[config.mk]
export PLATFORM = sky130hd
export DESIGN_NAME = id_ex_pipe_flat
export DESIGN_NICKNAME = d
export VERILOG_FILES = /design/src/rtl/id_ex_pipe_if.sv /design/src/rtl/id_ex_pipe.sv /design/src/flat_wrapper.sv
export SDC_FILE = /design/constraint.sdc
export NUM_CORES = 1
export LEC_CHECK = 0
export CORE_ASPECT_RATIO = 1.75
export CORE_MARGIN = 2
export CORE_UTILIZATION = 32
export DETAILED_ROUTE_END_ITERATION = 8
export HOLD_SLACK_MARGIN = 0.15
export PLACE_DENSITY = 0.67
export SLEW_MARGIN = 30
export SYNTH_ARGS = -nofsm -noshare
export SYNTH_HDL_FRONTEND = slang
export SYNTH_SLANG_ARGS = --single-unit
export TNS_END_PERCENT = 50
[constraint.sdc]
create_clock -name clk -period 8.5 [get_ports clk]
set_clock_uncertainty 0.1 [all_clocks]
set_input_delay 2.125 -clock clk [delete_from_list [all_inputs] [get_ports clk]]
set_output_delay 2.125 -clock clk [all_outputs]
set_load 0.03 [all_outputs]
[src/rtl/id_ex_pipe_if.sv]
// ID/EX pipeline bus: decode fields and control going into EX, the registered
// EX-stage copy, and the load-use stall/bubble status coming back out.
interface id_ex_pipe_if #(
  parameter int XLEN  = 32,
  parameter int CNT_W = 16
);
  logic            id_valid;
  logic [XLEN-1:0] id_pc;
  logic [XLEN-1:0] id_rs1_data;
  logic [XLEN-1:0] id_rs2_data;
  logic [XLEN-1:0] id_imm;
  logic [4:0]      id_rs1;
  logic [4:0]      id_rs2;
  logic [4:0]      id_rd;
  logic            id_use_rs1;
  logic            id_use_rs2;
  logic [1:0]      id_alu_op;
  logic [3:0]      id_func;
  logic            id_alu_src;
  logic            id_mem_read;
  logic            id_mem_write;
  logic            id_reg_write;
  logic            id_mem_to_reg;
  logic            id_branch;
  logic            flush;
  logic            ext_stall;

  logic            ex_valid;
  logic [XLEN-1:0] ex_pc;
  logic [XLEN-1:0] ex_rs1_data;
  logic [XLEN-1:0] ex_rs2_data;
  logic [XLEN-1:0] ex_imm;
  logic [4:0]      ex_rs1;
  logic [4:0]      ex_rs2;
  logic [4:0]      ex_rd;
  logic [1:0]      ex_alu_op;
  logic [3:0]      ex_func;
  logic            ex_alu_src;
  logic            ex_mem_read;
  logic            ex_mem_write;
  logic            ex_reg_write;
  logic            ex_mem_to_reg;
  logic            ex_branch;
  logic            stall_req;
  logic [CNT_W-1:0] bubble_cnt;

  // The decode stage drives the bus; the pipeline register sits on the slave side.
  modport master (
    output id_valid, id_pc, id_rs1_data, id_rs2_data, id_imm,
           id_rs1, id_rs2, id_rd, id_use_rs1, id_use_rs2,
           id_alu_op, id_func, id_alu_src, id_mem_read, id_mem_write,
           id_reg_write, id_mem_to_reg, id_branch, flush, ext_stall,
    input  ex_valid, ex_pc, ex_rs1_data, ex_rs2_data, ex_imm,
           ex_rs1, ex_rs2, ex_rd, ex_alu_op, ex_func, ex_alu_src,
           ex_mem_read, ex_mem_write, ex_reg_write, ex_mem_to_reg, ex_branch,
           stall_req, bubble_cnt
  );

  modport slave (
    input  id_valid, id_pc, id_rs1_data, id_rs2_data, id_imm,
           id_rs1, id_rs2, id_rd, id_use_rs1, id_use_rs2,
           id_alu_op, id_func, id_alu_src, id_mem_read, id_mem_write,
           id_reg_write, id_mem_to_reg, id_branch, flush, ext_stall,
    output ex_valid, ex_pc, ex_rs1_data, ex_rs2_data, ex_imm,
           ex_rs1, ex_rs2, ex_rd, ex_alu_op, ex_func, ex_alu_src,
           ex_mem_read, ex_mem_write, ex_reg_write, ex_mem_to_reg, ex_branch,
           stall_req, bubble_cnt
  );
endinterface

[src/rtl/id_ex_pipe.sv]
// ID/EX pipeline register with load-use hazard detection, bubble insertion
// on flush or hazard, downstream-stall hold and a saturating bubble counter.
module id_ex_pipe #(
  parameter int XLEN  = 32,
  parameter int CNT_W = 16
) (
  input  logic         clk,
  input  logic         rst,
  id_ex_pipe_if.slave  bus
);

  typedef struct packed {
    logic            valid;
    logic [XLEN-1:0] pc;
    logic [XLEN-1:0] rs1_data;
    logic [XLEN-1:0] rs2_data;
    logic [XLEN-1:0] imm;
    logic [4:0]      rs1;
    logic [4:0]      rs2;
    logic [4:0]      rd;
    logic [1:0]      alu_op;
    logic [3:0]      func;
    logic            alu_src;
    logic            mem_read;
    logic            mem_write;
    logic            reg_write;
    logic            mem_to_reg;
    logic            branch;
  } ex_state_t;

  ex_state_t        ex_q, ex_d;
  ex_state_t        id_entry;
  logic [CNT_W-1:0] bubble_cnt_q, bubble_cnt_d;
  logic             hazard;

  // A load in EX whose destination feeds the instruction sitting in ID.
  always_comb begin
    hazard = ex_q.valid && ex_q.mem_read && (ex_q.rd != 5'd0) && bus.id_valid &&
             ((bus.id_use_rs1 && (bus.id_rs1 == ex_q.rd)) ||
              (bus.id_use_rs2 && (bus.id_rs2 == ex_q.rd)));
  end

  assign bus.stall_req = hazard & ~bus.flush;

  // An invalid ID slot loads as an all-zero entry so no stale control leaks into EX.
  always_comb begin
    id_entry = '0;
    if (bus.id_valid) begin
      id_entry.valid      = 1'b1;
      id_entry.pc         = bus.id_pc;
      id_entry.rs1_data   = bus.id_rs1_data;
      id_entry.rs2_data   = bus.id_rs2_data;
      id_entry.imm        = bus.id_imm;
      id_entry.rs1        = bus.id_rs1;
      id_entry.rs2        = bus.id_rs2;
      id_entry.rd         = bus.id_rd;
      id_entry.alu_op     = bus.id_alu_op;
      id_entry.func       = bus.id_func;
      id_entry.alu_src    = bus.id_alu_src;
      id_entry.mem_read   = bus.id_mem_read;
      id_entry.mem_write  = bus.id_mem_write;
      id_entry.reg_write  = bus.id_reg_write;
      id_entry.mem_to_reg = bus.id_mem_to_reg;
      id_entry.branch     = bus.id_branch;
    end
  end

  // Priority: downstream stall holds everything, then flush/hazard bubble, then load.
  always_comb begin
    ex_d         = ex_q;
    bubble_cnt_d = bubble_cnt_q;
    if (!bus.ext_stall) begin
      if (bus.flush || hazard) begin
        ex_d = '0;
        if (bubble_cnt_q != '1) begin
          bubble_cnt_d = bubble_cnt_q + CNT_W'(1);
        end
      end else begin
        ex_d = id_entry;
      end
    end
  end

  always_ff @(posedge clk or posedge rst) begin
    if (rst) begin
      ex_q         <= '0;
      bubble_cnt_q <= '0;
    end else begin
      ex_q         <= ex_d;
      bubble_cnt_q <= bubble_cnt_d;
    end
  end

  assign bus.ex_valid      = ex_q.valid;
  assign bus.ex_pc         = ex_q.pc;
  assign bus.ex_rs1_data   = ex_q.rs1_data;
  assign bus.ex_rs2_data   = ex_q.rs2_data;
  assign bus.ex_imm        = ex_q.imm;
  assign bus.ex_rs1        = ex_q.rs1;
  assign bus.ex_rs2        = ex_q.rs2;
  assign bus.ex_rd         = ex_q.rd;
  assign bus.ex_alu_op     = ex_q.alu_op;
  assign bus.ex_func       = ex_q.func;
  assign bus.ex_alu_src    = ex_q.alu_src;
  assign bus.ex_mem_read   = ex_q.mem_read;
  assign bus.ex_mem_write  = ex_q.mem_write;
  assign bus.ex_reg_write  = ex_q.reg_write;
  assign bus.ex_mem_to_reg = ex_q.mem_to_reg;
  assign bus.ex_branch     = ex_q.branch;
  assign bus.bubble_cnt    = bubble_cnt_q;

endmodule

[src/flat_wrapper.sv]
// flat-port wrapper written by rule: the top's interface ports become plain ports
module id_ex_pipe_flat 
#(
  parameter int XLEN  = 32,
  parameter int CNT_W = 16
)
  (clk, rst, bus_id_valid, bus_id_pc, bus_id_rs1_data, bus_id_rs2_data, bus_id_imm, bus_id_rs1, bus_id_rs2, bus_id_rd, bus_id_use_rs1, bus_id_use_rs2, bus_id_alu_op, bus_id_func, bus_id_alu_src, bus_id_mem_read, bus_id_mem_write, bus_id_reg_write, bus_id_mem_to_reg, bus_id_branch, bus_flush, bus_ext_stall, bus_ex_valid, bus_ex_pc, bus_ex_rs1_data, bus_ex_rs2_data, bus_ex_imm, bus_ex_rs1, bus_ex_rs2, bus_ex_rd, bus_ex_alu_op, bus_ex_func, bus_ex_alu_src, bus_ex_mem_read, bus_ex_mem_write, bus_ex_reg_write, bus_ex_mem_to_reg, bus_ex_branch, bus_stall_req, bus_bubble_cnt);
  id_ex_pipe_if #(.XLEN(XLEN), .CNT_W(CNT_W)) bus_i ();
  input  logic clk;
  input  logic rst;
  input wire logic [$bits(bus_i.id_valid)-1:0] bus_id_valid;
  input wire logic [$bits(bus_i.id_pc)-1:0] bus_id_pc;
  input wire logic [$bits(bus_i.id_rs1_data)-1:0] bus_id_rs1_data;
  input wire logic [$bits(bus_i.id_rs2_data)-1:0] bus_id_rs2_data;
  input wire logic [$bits(bus_i.id_imm)-1:0] bus_id_imm;
  input wire logic [$bits(bus_i.id_rs1)-1:0] bus_id_rs1;
  input wire logic [$bits(bus_i.id_rs2)-1:0] bus_id_rs2;
  input wire logic [$bits(bus_i.id_rd)-1:0] bus_id_rd;
  input wire logic [$bits(bus_i.id_use_rs1)-1:0] bus_id_use_rs1;
  input wire logic [$bits(bus_i.id_use_rs2)-1:0] bus_id_use_rs2;
  input wire logic [$bits(bus_i.id_alu_op)-1:0] bus_id_alu_op;
  input wire logic [$bits(bus_i.id_func)-1:0] bus_id_func;
  input wire logic [$bits(bus_i.id_alu_src)-1:0] bus_id_alu_src;
  input wire logic [$bits(bus_i.id_mem_read)-1:0] bus_id_mem_read;
  input wire logic [$bits(bus_i.id_mem_write)-1:0] bus_id_mem_write;
  input wire logic [$bits(bus_i.id_reg_write)-1:0] bus_id_reg_write;
  input wire logic [$bits(bus_i.id_mem_to_reg)-1:0] bus_id_mem_to_reg;
  input wire logic [$bits(bus_i.id_branch)-1:0] bus_id_branch;
  input wire logic [$bits(bus_i.flush)-1:0] bus_flush;
  input wire logic [$bits(bus_i.ext_stall)-1:0] bus_ext_stall;
  output wire logic [$bits(bus_i.ex_valid)-1:0] bus_ex_valid;
  output wire logic [$bits(bus_i.ex_pc)-1:0] bus_ex_pc;
  output wire logic [$bits(bus_i.ex_rs1_data)-1:0] bus_ex_rs1_data;
  output wire logic [$bits(bus_i.ex_rs2_data)-1:0] bus_ex_rs2_data;
  output wire logic [$bits(bus_i.ex_imm)-1:0] bus_ex_imm;
  output wire logic [$bits(bus_i.ex_rs1)-1:0] bus_ex_rs1;
  output wire logic [$bits(bus_i.ex_rs2)-1:0] bus_ex_rs2;
  output wire logic [$bits(bus_i.ex_rd)-1:0] bus_ex_rd;
  output wire logic [$bits(bus_i.ex_alu_op)-1:0] bus_ex_alu_op;
  output wire logic [$bits(bus_i.ex_func)-1:0] bus_ex_func;
  output wire logic [$bits(bus_i.ex_alu_src)-1:0] bus_ex_alu_src;
  output wire logic [$bits(bus_i.ex_mem_read)-1:0] bus_ex_mem_read;
  output wire logic [$bits(bus_i.ex_mem_write)-1:0] bus_ex_mem_write;
  output wire logic [$bits(bus_i.ex_reg_write)-1:0] bus_ex_reg_write;
  output wire logic [$bits(bus_i.ex_mem_to_reg)-1:0] bus_ex_mem_to_reg;
  output wire logic [$bits(bus_i.ex_branch)-1:0] bus_ex_branch;
  output wire logic [$bits(bus_i.stall_req)-1:0] bus_stall_req;
  output wire logic [$bits(bus_i.bubble_cnt)-1:0] bus_bubble_cnt;
  assign bus_i.id_valid = bus_id_valid;
  assign bus_i.id_pc = bus_id_pc;
  assign bus_i.id_rs1_data = bus_id_rs1_data;
  assign bus_i.id_rs2_data = bus_id_rs2_data;
  assign bus_i.id_imm = bus_id_imm;
  assign bus_i.id_rs1 = bus_id_rs1;
  assign bus_i.id_rs2 = bus_id_rs2;
  assign bus_i.id_rd = bus_id_rd;
  assign bus_i.id_use_rs1 = bus_id_use_rs1;
  assign bus_i.id_use_rs2 = bus_id_use_rs2;
  assign bus_i.id_alu_op = bus_id_alu_op;
  assign bus_i.id_func = bus_id_func;
  assign bus_i.id_alu_src = bus_id_alu_src;
  assign bus_i.id_mem_read = bus_id_mem_read;
  assign bus_i.id_mem_write = bus_id_mem_write;
  assign bus_i.id_reg_write = bus_id_reg_write;
  assign bus_i.id_mem_to_reg = bus_id_mem_to_reg;
  assign bus_i.id_branch = bus_id_branch;
  assign bus_i.flush = bus_flush;
  assign bus_i.ext_stall = bus_ext_stall;
  assign bus_ex_valid = bus_i.ex_valid;
  assign bus_ex_pc = bus_i.ex_pc;
  assign bus_ex_rs1_data = bus_i.ex_rs1_data;
  assign bus_ex_rs2_data = bus_i.ex_rs2_data;
  assign bus_ex_imm = bus_i.ex_imm;
  assign bus_ex_rs1 = bus_i.ex_rs1;
  assign bus_ex_rs2 = bus_i.ex_rs2;
  assign bus_ex_rd = bus_i.ex_rd;
  assign bus_ex_alu_op = bus_i.ex_alu_op;
  assign bus_ex_func = bus_i.ex_func;
  assign bus_ex_alu_src = bus_i.ex_alu_src;
  assign bus_ex_mem_read = bus_i.ex_mem_read;
  assign bus_ex_mem_write = bus_i.ex_mem_write;
  assign bus_ex_reg_write = bus_i.ex_reg_write;
  assign bus_ex_mem_to_reg = bus_i.ex_mem_to_reg;
  assign bus_ex_branch = bus_i.ex_branch;
  assign bus_stall_req = bus_i.stall_req;
  assign bus_bubble_cnt = bus_i.bubble_cnt;
  id_ex_pipe #(.XLEN(XLEN), .CNT_W(CNT_W)) u_core (.clk(clk), .rst(rst), .bus(bus_i));
endmodule
**After elaboration in Yosys (flattened, before gate mapping)**

Cells that the tools add are included.

- Add/sub/neg operators: 1
- Mux-type cells: 2
- Reductions and logical operators: 10
- Equality and inequality tests: 3
- Bitwise logic cells: 3

Operators with widths:

| cell | count |
|---|---|
| $mux W156 | 2 |
| $add A16 B1 Y16 const B | 1 |
| $ne A16 B16 Y1 const B | 1 |
| $eq A5 B5 Y1 | 2 |
| $logic_and A1 B1 Y1 | 6 |
| $reduce_bool A5 Y1 | 1 |
| $reduce_and A3 Y1 | 1 |
| $logic_or A1 B1 Y1 | 2 |
| $not A1 Y1 | 2 |
| $and A1 B1 Y1 | 1 |

- Input bits: 162
- Register bits after elaboration: 172
- Word-level logic and storage cells: 36

**Depth between registers and ports, before layout**

- Word-level depth: 6
- Depth in mapped cells: 8
- Depth with buffers taken out: 7

**Worst setup path after synthesis**

OpenSTA, ideal clock, no wires.

- Path type: in2out
- Start point: in bus_id_rs1[1]
- End point: out bus_stall_req
- Arrival: 3.307 ns
- Path buffers: 0
- Stages on the path: 5
- Slack: 2.968 ns
- Cell sequence: xnor2_1 -> nand4_1 -> o22ai_1 -> nor2b_1 -> nor2b_1

- Cells in the longest elaborated chain, start to end: 5

Ends and longest elaborated chain:

| item | line | RTL |
|---|---|---|
| from (decl) | flat_wrapper.sv:16 | `input wire logic [$bits(bus_i.id_rs1)-1:0] bus_id_rs1;` |
| $eq A5 B5 Y1 | id_ex_pipe.sv:39 | `((bus.id_use_rs1 && (bus.id_rs1 == ex_q.rd)) \|\|` |
| $logic_and A1 B1 Y1 | id_ex_pipe.sv:39 |  |
| $logic_or A1 B1 Y1 | id_ex_pipe.sv:39 |  |
| $logic_and A1 B1 Y1 | id_ex_pipe.sv:38 | `hazard = ex_q.valid && ex_q.mem_read && (ex_q.rd != 5'd0) && bus.id_valid &&` |
| $and A1 B1 Y1 | id_ex_pipe.sv:43 | `assign bus.stall_req = hazard & ~bus.flush;` |
| to (decl) | flat_wrapper.sv:47 | `output wire logic [$bits(bus_i.stall_req)-1:0] bus_stall_req;` |

No other way between the ends.

**Worst setup path in the final report**

- Start point: in bus_id_rs2[0]
- End point: out bus_stall_req

- Cells in the longest elaborated chain, start to end: 5

Ends and longest elaborated chain:

| item | line | RTL |
|---|---|---|
| from (decl) | flat_wrapper.sv:17 | `input wire logic [$bits(bus_i.id_rs2)-1:0] bus_id_rs2;` |
| $eq A5 B5 Y1 | id_ex_pipe.sv:40 | `(bus.id_use_rs2 && (bus.id_rs2 == ex_q.rd)));` |
| $logic_and A1 B1 Y1 | id_ex_pipe.sv:40 |  |
| $logic_or A1 B1 Y1 | id_ex_pipe.sv:39 |  |
| $logic_and A1 B1 Y1 | id_ex_pipe.sv:38 |  |
| $and A1 B1 Y1 | id_ex_pipe.sv:43 |  |

No other way between the ends.

==> metrics.yaml <==
setup_path:
  worst-path-buf-inv: 2
  path_delay_family: "buffers and inverters"
  crit_arrival_ps: 4530
  critical_path_class: "input port to output port"
  crit_fanout: 2
  critPathMaxStageDelay_ps: 700
  cp.required_ps: 6280
  crit_chain: "clkdlybuf4s50_1 > xnor2_1 > nand4_1 > o22ai_1 > nor2b_1 > nor2b_1 > clkdlybuf4s50_1"
  cp-start-kind: "input port"
  ff2ff_path_depth: 7
  cp-end-kind: "output port"
  crit-reg2reg-launch: "u_core.bus.ex_rd[3]"
  reg2reg_slack_ps: 4920
  crit_path_top_delay_cell: "clkdlybuf4s50_1"
  r2r-end: "u_core.bus.ex_alu_src"
global_routing:
  grt_pass1_wl_um: 30640
  grt_max_degree: 105
  antenna_found_initial: 1
  grt_pass1_vias: 5516
  grt.met1_usage_pct: 20.01
  use_met2_pct: 32.96
  track_usage_pct: 18.48
  grt-busiest-layer: "met2"
  grtUsageMet3_pct: 6.024
  grt_overflow_total: 0
floorplan:
  num_rows: 68
  die_h_um: 191.0
  top_level_ports: 335
  die_area_mm2: 0.02118
  start_util_pct: 32.55
  coreArea_mm2: 0.01965
  die_w_um: 110.9
synthesis:
  synth_nets: 605
  synth.top_cell.area_share_pct: 67.28
  yosysSeqAreaShare_pct: 67.28
  yosys-top-cells-area: "dfrtp_1 67%, a22o_1 21%, buf_4 2.0%"
  synth-seq-cells: 172
  mappedNetlistArea_mm2: 0.006397
  syn_avg_cell_area_um2: 14.47
  synthCells: 442
  synth_cell_types: 26
  yosysTopAreaCell: "dfrtp_1"
  ys_warn_count: 0
clocking:
  cts_tree: "built"
  htree_levels: 4
  clk_path_buf_depth: 2
  insertion_delay_ps: 430
  cts_root_buf: "clkbuf_16"
  cts_sinks: 172
  hold_buffers: 0
  clk_pin_slew_ps: 60
  numCtsBuffers: 17
  post_cts_buffers: 0
  ctsResizeCount: 0
cells_and_area:
  final_area_mm2: 0.01045
  final_cells: 1020
  seqCellArea_mm2: 0.004304
  syn_to_final_growth_pct: 63.31
  multi_input_comb_area_mm2: 0.001874
  nets: 925
  drive_gt1_share_pct: 4.522
  n_fill_cell: 1683
drt:
  viasPerCell: 5.029
  num_vias: 5130
  routed_wl_um: 19700
  drtIter0Drc: 229
  dr.pass1.iters: 4
  wl_per_cell_um: 19.31
  postRouteAntennaNets: 0
  drc: 0
place:
  dp_cells: 988
  hpwl_um: 14160
  place_congestion: 0.8033
  place_area_mm2: 0.009876
  io_buffers: 334
sta:
  finalHoldViolCount: 0
  worst_hold_slack_ps: 407.2
  drv_slew: 0
  setup_tns_ps: 0
  worst_pin_slew_ps: 938.1
  finalSetupViolations: 0
  period_minus_slack_ps: 6757
  rsz0062_at_grt: "false"
  max_slew_margin_pct: 37.46
  fin_crit_sh_pct: 79.49
  timing.fmax_mhz: 148.0
power:
  p_per_area_mw_per_mm2: 204.3
  leakage_nw: 4.576
  peakVddDrop_mv: 0.1202
worst_hold_path:
  holdPathStages: 1
  min_to: "u_core.bus.ex_imm[30]"
  hp-class: "register to register"
  hold_start: "u_core.bus.ex_imm[30]"
run_status:
  outcome: "completed"
job:
  drv_cap: 0
worst register-to-register path, delay by kind of cell (launching register included):
kind,cells,cell delay (ps)
AO/OA/AOI/OAI,2,580
buffers and inverters,2,1470
AND/OR/NAND/NOR,3,910
flip-flops,1,460
layout make-up:
class,instances,area share [%]
flip-flops and latches,172,41.20
repair buffers,338,32.30
multi-input cells,229,17.94
clock buffers,25,4.551
well taps,245,2.934
clock inverters,6,0.8383
inverters,4,0.2156
diodes,1,0.02395
cells by family (layout without fill, tap and decap cells):
kind of cell,Yosys count,in the layout,share of synthesized area [%]
flip-flops,172,172,67.28
AND/OR/NAND/NOR,43,43,3.736
buffers and inverters,41,373,3.422
multiplexers,1,1,0.1760
AO/OA/AOI/OAI,159,159,21.77
XOR/XNOR,25,25,3.423
adder cells (fa/ha/maj),1,1,0.1955
other,0,1,0
report_power, final:
| part | internal [mW] | switching, mW | leakage [nW] | total [mW] |
|---|---|---|---|---|
| registers | 0.879 | 0.0547 | 2.30 | 0.934 |
| clock network | 0.446 | 0.303 | 0.264 | 0.750 |
| logic | 0.218 | 0.233 | 2.01 | 0.451 |
stage by stage:
| step | setup WS [ps] | power, mW | utilization (%) |
|---|---|---|---|
| after global routing | 1684 | 2.224 | 53.14 |
| after CTS | 1701 | 2.161 | 53.11 |
| after floorplan | 1615 | 1.164 | - |
| after global placement | 1762 | 1.394 | 50.25 |
| final | 1743 | 2.134 | 53.16 |
| after detailed placement | 1735 | 1.402 | 50.25 |
worst max-delay path by stage:
| stage | start | endpoint | slack, ps | depth (start not counted) |
|---|---|---|---|---|
| floorplan | rst | u_core.bus.bubble_cnt[0] | 1610 | 1 |
| global placement | bus_id_rs2[0] | bus_stall_req | 1760 | 7 |
| detailed placement | bus_id_rs2[0] | bus_stall_req | 1740 | 7 |
| CTS | bus_id_rs2[0] | bus_stall_req | 1700 | 7 |
| global route | bus_id_rs2[0] | bus_stall_req | 1680 | 7 |
| finish | bus_id_rs2[0] | bus_stall_req | 1740 | 7 |
cells in the mapped netlist:
cell type and instances:
xnor2_1 13, a21o_1 1, o2111ai_1 1, nor4b_4 1, o22ai_1 1, or2_2 1
buf_2 1, nand2_1 6, nor4_1 3, dfrtp_1 172, and3_1 2, a22oi_2 1
nor3_1 9, inv_1 4, buf_4 17, nor2b_1 2, nand3_1 6, clkbuf_1 18
a22o_1 155, or4_1 1, mux2_2 1, xor2_1 12, nand4_1 6, ha_1 1
nor2_1 6, buf_1 1
metal layers:
| layer | routed length [µm] | vias up | part of all wire, % |
|---|---|---|---|
| met5 | 0 | - | 0 |
| met1 | 7359 | 2533 | 37 |
| met3 | 1428 | 35 | 7.2 |
| li1 | - | 2309 | - |
| met2 | 10360 | 253 | 53 |
| met4 | 548 | 0 | 2.8 |
cells in the final DEF, fill, tap and decap left out, drive strengths merged, types with 2 or more instances in the layout:
| cell | instances |
|---|---|
| clkinvlp | 3 |
| bufinv | 2 |
| nor4 | 3 |
| clkdlybuf4s50 | 333 |
| clkbuf | 25 |
| xor2 | 12 |
| a22o | 155 |
| dfrtp | 172 |
| xnor2 | 13 |
| nor2 | 6 |
| nand4 | 6 |
| nand3 | 6 |
| nor2b | 2 |
| buf | 5 |
| nand2 | 6 |
| and3 | 2 |
| inv | 4 |
| nor3 | 9 |
No activity file was read; power rests on OpenSTA's default activity.
